`src/rtl/tick_debouncer.sv`:
```
// tick_debouncer: tick-sampled button debouncer with press/release/long-press strobes
module tick_debouncer #(
    parameter int unsigned STABLE_TICKS = 3,
    parameter int unsigned LONG_TICKS = 60,
    parameter bit ACTIVE_LOW = 1'b0
) (
    input  logic clk,
    input  logic rst,
    input  logic tick,
    input  logic btn_in,
    output logic btn_state,
    output logic press_pulse,
    output logic release_pulse,
    output logic long_press
);
    localparam int DW = $clog2(STABLE_TICKS + 1);
    localparam int HW = $clog2(LONG_TICKS + 1);
    typedef enum logic [1:0] {RELEASED, RISE_WAIT, PRESSED, FALL_WAIT} state_t;
    state_t state;
    logic [1:0] sync;
    logic [DW-1:0] deb;
    logic [HW-1:0] hold;
    logic s;
    logic deb_done;
    assign s = sync[1] ^ ACTIVE_LOW;
    assign deb_done = deb == DW'(STABLE_TICKS - 1);
    always_ff @(posedge clk) begin
        if (rst) begin
            sync <= {2{ACTIVE_LOW}};
            state <= RELEASED;
            deb <= '0;
            hold <= '0;
            btn_state <= 1'b0;
            press_pulse <= 1'b0;
            release_pulse <= 1'b0;
            long_press <= 1'b0;
        end else begin
            sync <= {sync[0], btn_in};
            press_pulse <= 1'b0;
            release_pulse <= 1'b0;
            long_press <= 1'b0;
            case (state)
                RELEASED: if (s) begin
                    state <= RISE_WAIT;
                    deb <= '0;
                end
                RISE_WAIT: if (!s) begin
                    state <= RELEASED;
                    deb <= '0;
                end else if (tick) begin
                    if (deb_done) begin
                        state <= PRESSED;
                        deb <= '0;
                        btn_state <= 1'b1;
                        press_pulse <= 1'b1;
                    end else deb <= deb + 1'b1;
                end
                // hold saturates at LONG_TICKS, so long_press fires only on that one increment
                PRESSED: if (!s) begin
                    state <= FALL_WAIT;
                    deb <= '0;
                end else if (tick && hold != HW'(LONG_TICKS)) begin
                    hold <= hold + 1'b1;
                    long_press <= hold == HW'(LONG_TICKS - 1);
                end
                FALL_WAIT: if (s) begin
                    state <= PRESSED;
                    deb <= '0;
                end else if (tick) begin
                    if (deb_done) begin
                        state <= RELEASED;
                        deb <= '0;
                        hold <= '0;
                        btn_state <= 1'b0;
                        release_pulse <= 1'b1;
                    end else deb <= deb + 1'b1;
                end
                default: state <= RELEASED;
            endcase
        end
    end
endmodule

```
`config.mk`:
```
export PLATFORM = sky130hd
export DESIGN_NAME = tick_debouncer
export DESIGN_NICKNAME = d
export VERILOG_FILES = /design/src/rtl/tick_debouncer.sv
export SDC_FILE = /design/constraint.sdc
export NUM_CORES = 1
export LEC_CHECK = 0
export CORE_UTILIZATION = 55
export CTS_BUF_LIST = sky130_fd_sc_hd__clkbuf_8 sky130_fd_sc_hd__clkbuf_16
export DETAILED_ROUTE_END_ITERATION = 8
export PLACE_DENSITY = 0.78
export SYNTH_ARGS = -nofsm -noshare
export SYNTH_HDL_FRONTEND = slang
export SYNTH_SLANG_ARGS = --single-unit
```
`constraint.sdc`:
```
create_clock -name clk -period 2.15 [get_ports clk]
set_input_delay 0.43 -clock clk [delete_from_list [all_inputs] [get_ports clk]]
set_output_delay 0.43 -clock clk [all_outputs]
set_load 0.005 [all_outputs]
```
==> Yosys cells after proc, flatten, opt, wreduce, memory -nomap -nowiden <==
Index checks and enable logic that the tools add are counted.
{ "word_totals": {"inputBits": 4, "mem_bits_ro": 0, "output_inout_bits": 4, "wordCells": 77, "mem_bits_rw": 0, "reg_bits": 16, "memories": 0, "latch_bits": 0} }
{ "op_classes": {"n_bitwise": 5, "order_cmp": 0, "shifts": 0, "n_div": 0, "n_addsub": 2, "multipliers": 0, "n_mux": 31, "eq_ne": 20, "reduce_logical": 11} }
{ "ops": {"columns": ["operator", "count"], "rows": [
  ["6-bit 2-to-1 mux", 5],
  ["2-bit 2-to-1 mux", 14],
  ["2-bit != test (second input constant)", 10],
  ["2-bit case mux with 4 select lines", 2],
  ["3-bit != test (second input constant)", 4],
  ["6-bit case mux with 2 select lines", 1],
  ["6-bit AND reduction", 2],
  ["1-bit 2-to-1 mux", 8],
  ["7-bit AND reduction", 1],
  ["6-bit by 1-bit adder with 6-bit output (second input constant)", 1],
  ["2-bit == test (second input constant)", 3],
  ["6-bit == test (second input constant)", 1],
  ["6-bit != test (second input constant)", 1],
  ["3-bit OR reduction", 2],
  ["1-bit NOT", 5],
  ["2-bit nonzero test", 2],
  ["4-bit OR reduction", 1],
  ["2-bit by 1-bit adder with 2-bit output (second input constant)", 1],
  ["2-bit by 1-bit == test with 1-bit output (second input constant)", 1],
  ["2-bit logical NOT", 1],
  ["1-bit case mux with 2 select lines", 1],
  ["2-bit AND reduction", 1],
  ["1-bit logical AND", 1]
]} }

==> Longest topological paths before layout <==
Gate-level depths: netlist of the first run.
{ "depth": {"word_depth": 5, "ltp_mapped": 5, "mapped_depth_nobuf": 5} }

==> Least setup slack after synthesis of the first run <==
OpenSTA, ideal clock, no wires.
{ "synth_path": {"path_kind": "reg2reg", "startpoint": "reg hold[0]", "endpoint": "reg hold[1]", "setup_time_ps": 116, "setup_slack_ps": 830, "path_stages_with_launch": 6, "period_less_slack_ps": 1320, "path_buffers": 0, "t_arrival_ps": 1205, "required_time_ps": 2034, "cell_sequence": "dfxtp_1 -> inv_1 -> ha_1 -> a31o_2 -> and4b_1 -> a31o_1"} }
{ "synth_between": {"elab_chain_cells": 4, "word_cells_on_any_way": 8, "cone_classes": "1 x add/sub; 2 x eq/ne; 3 x mux; 2 x reduce/logical"} }
{ "synth_rtl": {"columns": ["element", "line", "rtl"], "rows": [
  ["start: declaration", "22", "logic [HW-1:0] hold;"],
  ["start signal: assignment", "63", "hold <= hold + 1'b1;"],
  ["6-bit by 1-bit adder with 6-bit output / 6-bit != test (equally long branches)", "63, 62", null],
  ["6-bit 2-to-1 mux / 1-bit logical AND (equally long branches)", "62", "end else if (tick && hold != HW'(LONG_TICKS)) begin"],
  ["6-bit 2-to-1 mux / 2-bit != test (equally long branches)", null, null],
  ["6-bit case mux with 2 select lines / 6-bit AND reduction (equally long branches)", null, null]
]} }
Several ways; a longest one is shown, not always the timed one. The select of a mux whose other input is x is not followed.
A chain may end at the register's enable or synchronous reset.

==> Worst setup path in the final report of the first run <==
{ "layout_path": {"startpoint": "in tick", "endpoint": "reg hold[4]"} }
{ "layout_between": {"elab_chain_cells": 3, "word_cells_on_any_way": 4, "cone_classes": "2 x eq/ne; 2 x reduce/logical"} }
{ "layout_rtl": {"columns": ["element", "line", "rtl"], "rows": [
  ["start: declaration", "9", "input logic tick,"],
  ["1-bit logical AND", "62", null],
  ["2-bit != test (no line)", null, null],
  ["6-bit AND reduction (no line) (*)", null, null]
]} }
Mark *: on every way between the ends. The rest lies on a longest branch, timed or not.

==> impl_metrics.env, run 1 <==
export IMPL_status="finished clean"
export IMPL_p_per_area_nw_per_um2=618.6
export IMPL_port_buffers=7
export IMPL_cts_htree_levels=1
export IMPL_grt_max_degree=10
export IMPL_final_common_cell="dfxtp_1"
export IMPL_syn_num_nets=87
export IMPL_synth_seq_cells=16
export IMPL_final_max_slew_viol_count=0
export IMPL_clock_latency_ns=0.24
export IMPL_slew_headroom_pct=74.19
export IMPL_gr_usage_all_layers_pct=25.30
export IMPL_max_freq_ghz=0.5632
export IMPL_postSynthAreaPerCell_um2=9.423
export IMPL_place_congestion=0.7831
export IMPL_whs_ns=0.4411
export IMPL_timing_final_crit_period_ns=1.776
export IMPL_path_clk_slew_ns=0.06
export IMPL_finalSetupViolCount=0
export IMPL_critical_path_class="primary input to register"
export IMPL_place_ws_ns=0.1209
export IMPL_die_area_um2=1541
export IMPL_drtAntennaViolNets=0
export IMPL_core_area_um2=1301
export IMPL_first_iter_violations=42
export IMPL_tns_ns=0
export IMPL_hpwl_mm=1.057
export IMPL_final_nets=96
export IMPL_die_height_um=39.25
export IMPL_antenna_diode_count=0
export IMPL_grt_pass1_wl_mm=2.559
export IMPL_cp_arrival_ns=1.95
export IMPL_cts_sinks=16
export IMPL_ys_warn_count=0
export IMPL_cap_violations=0
export IMPL_firstDrtPassIters=4
export IMPL_post_cts_buffers=0
export IMPL_final_util_pct=67.60
export IMPL_drt_total_wl_mm=1.551
export IMPL_grt_setup_unrepaired="false"
export IMPL_wl_per_cell_um=15.06
export IMPL_via_count=637
export IMPL_cts_tree="done"
export IMPL_grt_pass1_vias=552
export IMPL_drive_gt1_share_pct=7.955
export IMPL_cts_root_buf="clkbuf_8"
export IMPL_critPathLaunchType="primary input"
export IMPL_die_x_um=39.25
export IMPL_viasPerCell=6.184
export IMPL_synthToLayoutAreaGrowth_pct=15.25
export IMPL_power_leakage_nw=0.3326
export IMPL_ios=8
export IMPL_cp_end_kind="register"
export IMPL_clockBufferDepth=2
export IMPL_rows=13
export IMPL_grt_overflow_total=0
export IMPL_power_mw=0.5441
export IMPL_synth_cell_types=31
export IMPL_worstMarginPinSlew_ns=0.3860
export IMPL_finalHoldViolations=0
export IMPL_synth_cells=81
export IMPL_critPathMaxFanout=7
export IMPL_worst_slack_ns=0.3743
export IMPL_drc=0
export IMPL_hold_buffers=0
export IMPL_ff2ff_setup_slack_ns=0.62
export IMPL_hp_class="register to register"
export IMPL_layout_common_cells="dfxtp_1, nand2_1, a21oi_1, clkdlybuf4s50_1"
export IMPL_cts_resized_gates=0
export IMPL_numCtsBuffers=3
export IMPL_min_period_over_period_pct=82.59
export IMPL_initial_utilization_pct=58.65
export IMPL_ys_seq_area_share_pct=41.97
export IMPL_syn_area_um2=763.2
export IMPL_antenna_found_initial=0
export IMPL_cp_required_ns=2.32
export IMPL_clock_skew_ns=0.002180
export IMPL_ir_worst_vdd_mv=0.5078
==> worst paths after layout <==
kind / start / endpoint / cells after the start
setup / recovery: tick / hold[4] / 5
hold / removal: sync[0] / sync[1] / 1
setup reg to reg: register / hold[4] / 4
hold reg to reg: sync[0] / sync[1] / 1
==> synthesized netlist by cell type <==
library cell  number  area share (%)
clkbuf_1           1            0.49
xnor2_1            1             1.1
a31o_2             1             1.1
nand4b_1           1             1.1
nor2b_1            3             2.5
nand3b_1           4             3.9
o211ai_1           1            0.98
a41oi_1            2             2.3
inv_1              2            0.98
buf_2              2             1.3
nor2_1             1            0.49
nor3_1             3             2.0
nand2_1            9             4.4
a311oi_4           1             3.4
o21ai_0            3             2.0
nand2b_1           1            0.82
o21a_1             1            0.98
xor2_1             1             1.1
a31oi_1            4             3.3
nor3b_1            2             2.0
a31o_1             1             1.1
and4b_1            2             2.6
ha_1               2             3.3
a21oi_1            7             4.6
and2b_1            1            0.98
buf_4              1            0.98
mux2i_1            1             1.3
and3_1             2             1.6
dfxtp_1           16              42
nand4b_4           1             3.1
nand3_1            3             2.0
==> logic make-up (layout without fill, tap and decap cells) <==
| logic type | after synthesis | after routing | synth area share, % |
|---|---|---|---|
| DFF | 16 | 16 | 41.97 |
| adders and majority gates | 2 | 2 | 3.278 |
| xor gates and xnor gates | 2 | 2 | 2.296 |
| AOI/OAI and AO/OA | 21 | 21 | 19.84 |
| buffers and inverters | 6 | 13 | 3.771 |
| and+or+nand+nor | 33 | 33 | 27.54 |
| muxes | 1 | 1 | 1.312 |
==> power by group <==
| group | switching, mW | internal, mW |
|---|---|---|
| logic | 0.0124 | 0.0112 |
| clock network | 0.0944 | 0.124 |
| registers | 0.00323 | 0.299 |
| total | 0.110 | 0.434 |
==> per-stage QoR <==
| step | std cells | cell area [um2] |
|---|---|---|
| CTS | 103 | 879.6 |
| detailed placement | 100 | 838.3 |
| global route | 103 | 879.6 |
| floorplan | 81 | 763.2 |
| finish | 103 | 879.6 |
| global placement | 100 | 838.3 |
==> state kept, by name, indices dropped and copies added, names as in the netlist, named ones only <==
signal and count:
press_pulse 1, hold 6, deb 2, release_pulse 1, long_press 1, btn_state 1, state 1, sync 2
==> critical path, stage by stage <==
cell,delay [ns]
clkdlybuf4s50_1,0.60
nand4b_4,0.16
a311oi_4,0.40
a41oi_1,0.18
a31oi_1,0.17
==> metal layers <==
| metal | up-vias | track usage [%] | share of wire, % |
|---|---|---|---|
| li1 | 313 | - | - |
| met1 | 296 | 33.22 | 48 |
| met2 | 21 | 41.25 | 46 |
| met3 | 7 | 5.114 | 4.7 |
| met4 | 0 | 7.759 | 2.0 |
| met5 | - | 0 | 0 |
==> layout make-up <==
class	instances	area, um2
Multi-Input combinational cell	59	414.1
Inverter	2	7.507
Sequential cell	16	320.3
Tap cell	15	18.77
Clock buffer	3	41.29
Fill cell	113	421.7
Timing Repair Buffer	8	77.57
Note: power is estimated with default switching activity, not from simulation.
==> run 2, diff against run 1 <==
CORE_UTILIZATION = 53   (was 55)
PLACE_DENSITY = 0.75   (was 0.78)
clock period = 1.75 ns   (was 2.15 ns; I/O delays follow)
==> run 2 against run 1 <==
  * Sequential power is 23% higher
  * First-iteration DRC count is 40% lower
  * Die area is 3.6% higher
  * Design area is 7.5% higher
  * Critical endpoint unchanged
  * Combinational power is 54% higher
  * Non-clock buffer count is 7 higher
  * Wire length is 0.39% lower
  * Core utilization is 4.2 points higher
  * Critical path depth stayed put
  * Clock power is 50% higher
==> impl_metrics.env, run 2 (synthesis results as in run 1) <==
export IMPL_grt_setup_unrepaired="false"
export IMPL_core_area_um2=1318
export IMPL_largest_register="hold"
export IMPL_die_x_um=39.95
export IMPL_hp_class="register to register"
export IMPL_crit_slowest_cell="clkdlybuf4s50_1"
export IMPL_cts_htree_levels=1
export IMPL_cts_sinks=16
export IMPL_viasPerCell=5.712
export IMPL_numCtsBuffers=3
export IMPL_critPathLaunchType="primary input"
export IMPL_finalSetupViolCount=0
export IMPL_critPathLaunch="tick"
export IMPL_ios=8
export IMPL_r2r_cells=5
export IMPL_seqCellArea_um2=320.3
export IMPL_dp_cells=107
export IMPL_ir_worst_vdd_mv=0.7469
export IMPL_hold_path_end="sync[1]"
export IMPL_hp_start="sync[0]"
export IMPL_cp_end_kind="register"
export IMPL_cap_violations=0
export IMPL_grt_pass1_wl_mm=2.235
export IMPL_grt_pass1_vias=526
export IMPL_worstMarginPinSlew_ns=0.3417
export IMPL_rows=13
export IMPL_max_freq_ghz=0.6344
export IMPL_whs_ns=0.4448
export IMPL_r2r_end="hold[4]"
export IMPL_drtAntennaViolNets=0
export IMPL_slew_headroom_pct=77.22
export IMPL_initial_utilization_pct=57.93
export IMPL_timing_final_crit_period_ns=1.576
export IMPL_via_count=634
export IMPL_die_area_um2=1596
export IMPL_hold_buffers=0
export IMPL_cp_required_ns=1.93
export IMPL_synthToLayoutAreaGrowth_pct=23.93
export IMPL_drt_total_wl_mm=1.545
export IMPL_clockBufferDepth=2
export IMPL_cts_resized_gates=0
export IMPL_antenna_diode_count=0
export IMPL_final_max_slew_viol_count=0
export IMPL_antenna_found_initial=0
export IMPL_rr_startpoint="hold[0]"
export IMPL_port_buffers=7
export IMPL_drc=0
export IMPL_drive_gt1_share_pct=15.63
export IMPL_power_leakage_nw=0.3745
export IMPL_place_ws_ns=-0.07349
export IMPL_tns_ns=0
export IMPL_clock_skew_ns=0.004358
export IMPL_cts_root_buf="clkbuf_8"
export IMPL_status="finished clean"
export IMPL_firstDrtPassIters=4
export IMPL_min_path_cells=1
export IMPL_grt_max_degree=10
export IMPL_cts_tree="done"
export IMPL_post_cts_buffers=0
export IMPL_gr_usage_all_layers_pct=22.47
export IMPL_min_period_over_period_pct=90.08
export IMPL_final_common_cell="dfxtp_1"
export IMPL_fin_cells=111
export IMPL_path_clk_slew_ns=0.06
export IMPL_slowest_delay_ns=0.54
export IMPL_wl_per_cell_um=13.92
export IMPL_largest_reg_flops=6
export IMPL_worst_slack_ns=0.1737
export IMPL_reg_top3="hold: 6 flops, deb: 2 flops, sync: 2 flops"
export IMPL_die_height_um=39.95
export IMPL_critical_path_class="primary input to register"
export IMPL_hpwl_mm=1.085
export IMPL_critical_path_cell_chain="clkdlybuf4s50_1 -> nand4b_4 -> a311oi_4 -> a41oi_1 -> a31oi_1"
export IMPL_ff2ff_setup_slack_ns=0.29
export IMPL_place_congestion=0.7279
export IMPL_multi_input_area_um2=414.1
export IMPL_power_mw=0.7329
export IMPL_p_per_area_nw_per_um2=774.8
export IMPL_fillers=105
export IMPL_clock_latency_ns=0.25
export IMPL_layout_common_cells="dfxtp_1, nand2_1, buf_4"
export IMPL_grt_overflow_total=0
export IMPL_first_iter_violations=25
export IMPL_critPathMaxFanout=5
export IMPL_finalHoldViolations=0
export IMPL_final_nets=103
export IMPL_cp_arrival_ns=1.76
run 2: changes by cell type in the layout (fill, tap and decap cells not counted), sizes merged:
cell    change
clkbuf      +1
buf         +7
run 2: critical path, delay by kind of cell:
kind,cells,cell delay (ns)
AOI/OAI and AO/OA,3,0.72
buffers and inverters,1,0.54
and+or+nand+nor,1,0.15
run 2: power breakdown:
group | switching (mW) | internal, mW
combinational | 0.0173 | 0.0191
clock | 0.127 | 0.200
sequential | 0.00260 | 0.367
run 2: worst max-delay path by stage:
stage	endpoint	depth (start not counted)
after CTS	hold[4]	5
final	hold[4]	5
after detailed placement	hold[4]	5
after global placement	hold[4]	5
after global routing	hold[4]	5
after floorplan	hold[1]	5
run 2: cell type report:
type                       instances  area share, %
timing repair buffer              15          13.76
clock buffer                       4          5.820
tap                               15          1.984
multi-input combinational         59          43.78
inverter                           2         0.7937
sequential                        16          33.86
run 2: per-layer routing:
metal / vias up / track usage (%) / routed length (um)
li1: 327 / - / -
met1: 293 / 29.55 / 768
met2: 12 / 32.26 / 709
met3: 2 / 6.667 / 54
met4: 0 / 12.93 / 12
met5: - / 0 / 0
run 2: stage by stage:
| step | utilization (%) | cell area, um2 |
|---|---|---|
| 6_report | 71.79 | 945.9 |
| 5_1_grt | 71.79 | 945.9 |
| 4_1_cts | 71.79 | 945.9 |
| 3_5_place_dp | 67.62 | 890.9 |
| 3_3_place_gp | 67.62 | 890.9 |
| 2_1_floorplan | - | 763.2 |
==> run 3, diff against run 2 <==
CORE_UTILIZATION = 30   (was 53)
PLACE_DENSITY = not set   (was 0.75)
==> run 3 against run 2 <==
  * Sequential cell count is the same
  * Clock skew shrank 0.0031 ns
  * Sequential share of layout area is essentially flat
  * Critical path type unchanged
  * Register-to-register slack gained 0.04 ns
  * Core utilization shrank 31 points
  * Largest power group unchanged
  * Die area grew 72%
  * Worst setup slack lost 0.059 ns
  * Clock power shrank 4%
  * Critical path depth is the same
  * Non-clock buffer count shrank 2
==> impl_metrics.env, run 3 (synthesis results as in run 1) <==
export IMPL_status="finished clean"
export IMPL_seqCellArea_um2=320.3
export IMPL_core_area_um2=2297
export IMPL_cts_sinks=16
export IMPL_largest_register="hold"
export IMPL_r2r_cells=5
export IMPL_synthToLayoutAreaGrowth_pct=24.10
export IMPL_p_per_area_nw_per_um2=759.5
export IMPL_crit_slowest_cell="clkdlybuf4s50_1"
export IMPL_cts_tree="done"
export IMPL_slowest_delay_ns=0.61
export IMPL_drtAntennaViolNets=0
export IMPL_die_area_um2=2750
export IMPL_rows=17
export IMPL_cp_required_ns=1.92
export IMPL_grt_pass1_wl_mm=2.366
export IMPL_drt_total_wl_mm=1.351
export IMPL_tns_ns=0
export IMPL_grt_overflow_total=0
export IMPL_die_x_um=52.44
export IMPL_power_leakage_nw=0.3656
export IMPL_max_freq_ghz=0.6113
export IMPL_place_congestion=0.7508
export IMPL_hold_buffers=0
export IMPL_firstDrtPassIters=4
export IMPL_ff2ff_setup_slack_ns=0.33
export IMPL_final_nets=101
export IMPL_top_layer="met4"
export IMPL_multi_input_area_um2=414.1
export IMPL_ios=8
export IMPL_critPathMaxFanout=7
export IMPL_place_ws_ns=-0.1307
export IMPL_gr_usage_all_layers_pct=11.67
export IMPL_wl_per_cell_um=11.07
export IMPL_layout_common_cells="dfxtp_1, nand2_1, a21oi_1, clkdlybuf4s50_1, buf_4"
export IMPL_cap_violations=0
export IMPL_routed_wl_met2_um=624
export IMPL_clock_skew_ns=0.001262
export IMPL_wl_met1_um=666
export IMPL_final_util_pct=41.23
export IMPL_finalSetupViolCount=0
export IMPL_antenna_diode_count=0
export IMPL_r2r_end="hold[4]"
export IMPL_final_max_slew_viol_count=0
export IMPL_initial_utilization_pct=33.22
export IMPL_antenna_found_initial=0
export IMPL_grt_setup_unrepaired="false"
export IMPL_slew_headroom_pct=77.50
export IMPL_hp_class="register to register"
export IMPL_final_common_cell="dfxtp_1"
export IMPL_critical_path_cell_chain="clkdlybuf4s50_1 -> nand4b_4 -> a311oi_4 -> a41oi_1 -> a31oi_1"
export IMPL_min_period_over_period_pct=93.47
export IMPL_clock_latency_ns=0.24
export IMPL_grt_max_degree=10
export IMPL_numCtsBuffers=3
export IMPL_grt_pass1_vias=566
export IMPL_die_height_um=52.44
export IMPL_critical_path_class="primary input to register"
export IMPL_clockBufferDepth=2
export IMPL_fillers=230
export IMPL_worst_slack_ns=0.1142
export IMPL_rr_startpoint="hold[0]"
export IMPL_power_mw=0.7194
export IMPL_cts_resized_gates=0
export IMPL_dp_cells=118
export IMPL_fin_cells=122
export IMPL_wl_met3_um=48
export IMPL_path_clk_slew_ns=0.06
export IMPL_reg_top3="hold: 6 flops, deb: 2 flops, sync: 2 flops"
export IMPL_finalHoldViolations=0
export IMPL_worstMarginPinSlew_ns=0.3371
export IMPL_hold_path_end="sync[1]"
export IMPL_via_count=629
export IMPL_ir_worst_vdd_mv=0.3952
export IMPL_timing_final_crit_period_ns=1.636
export IMPL_min_path_cells=1
export IMPL_cp_arrival_ns=1.81
export IMPL_hp_start="sync[0]"
export IMPL_port_buffers=7
export IMPL_first_iter_violations=15
export IMPL_cp_end_kind="register"
export IMPL_viasPerCell=5.156
export IMPL_hpwl_mm=1.002
export IMPL_cts_htree_levels=1
export IMPL_post_cts_buffers=0
export IMPL_cts_root_buf="clkbuf_8"
export IMPL_largest_reg_flops=6
export IMPL_critPathLaunchType="primary input"
export IMPL_drc=0
export IMPL_drive_gt1_share_pct=13.83
[run 3: metal layers]
layer | vias to the layer above | GRT usage [%]
li1 | 322 | -
met1 | 294 | 13.94
met2 | 11 | 18.99
met3 | 2 | 1.739
met4 | 0 | 7.895
met5 | - | 0
[run 3: power by group]
group	leakage, nW	internal, mW	switching, mW
logic	0.207	0.0177	0.0168
registers	0.129	0.367	0.00250
clock network	0.0288	0.199	0.116
total	0.366	0.584	0.135
[run 3: worst max-delay path by stage]
stage	start	endpoint	depth (start not counted)
5_1_grt	tick	hold[4]	5
4_1_cts	tick	hold[4]	5
3_3_place_gp	tick	hold[4]	5
3_5_place_dp	tick	hold[4]	5
6_report	tick	hold[4]	5
2_1_floorplan	hold[0]	hold[1]	5
[run 3: stage by stage]
step	instance area (um2)	hold WS, ns
finish	947.2	0.4470
floorplan	763.2	0.4138
global route	947.2	0.4633
detailed placement	892.1	0.4315
global placement	892.1	0.4261
CTS	947.2	0.4485
[run 3: final cells by class]
cell class	count	share of cell area, %
clock buffers	4	5.812
inverters	2	0.7926
multi-input cells	59	43.73
flip-flops and latches	16	33.82
well taps	28	3.699
repair buffers	13	12.15
[run 3: worst max-delay path: cells and delay by family]
kind                   cells  cell delay (ns)
AND/OR/NAND/NOR            1             0.16
buffers and inverters      1             0.61
AO/OA/AOI/OAI              3             0.69
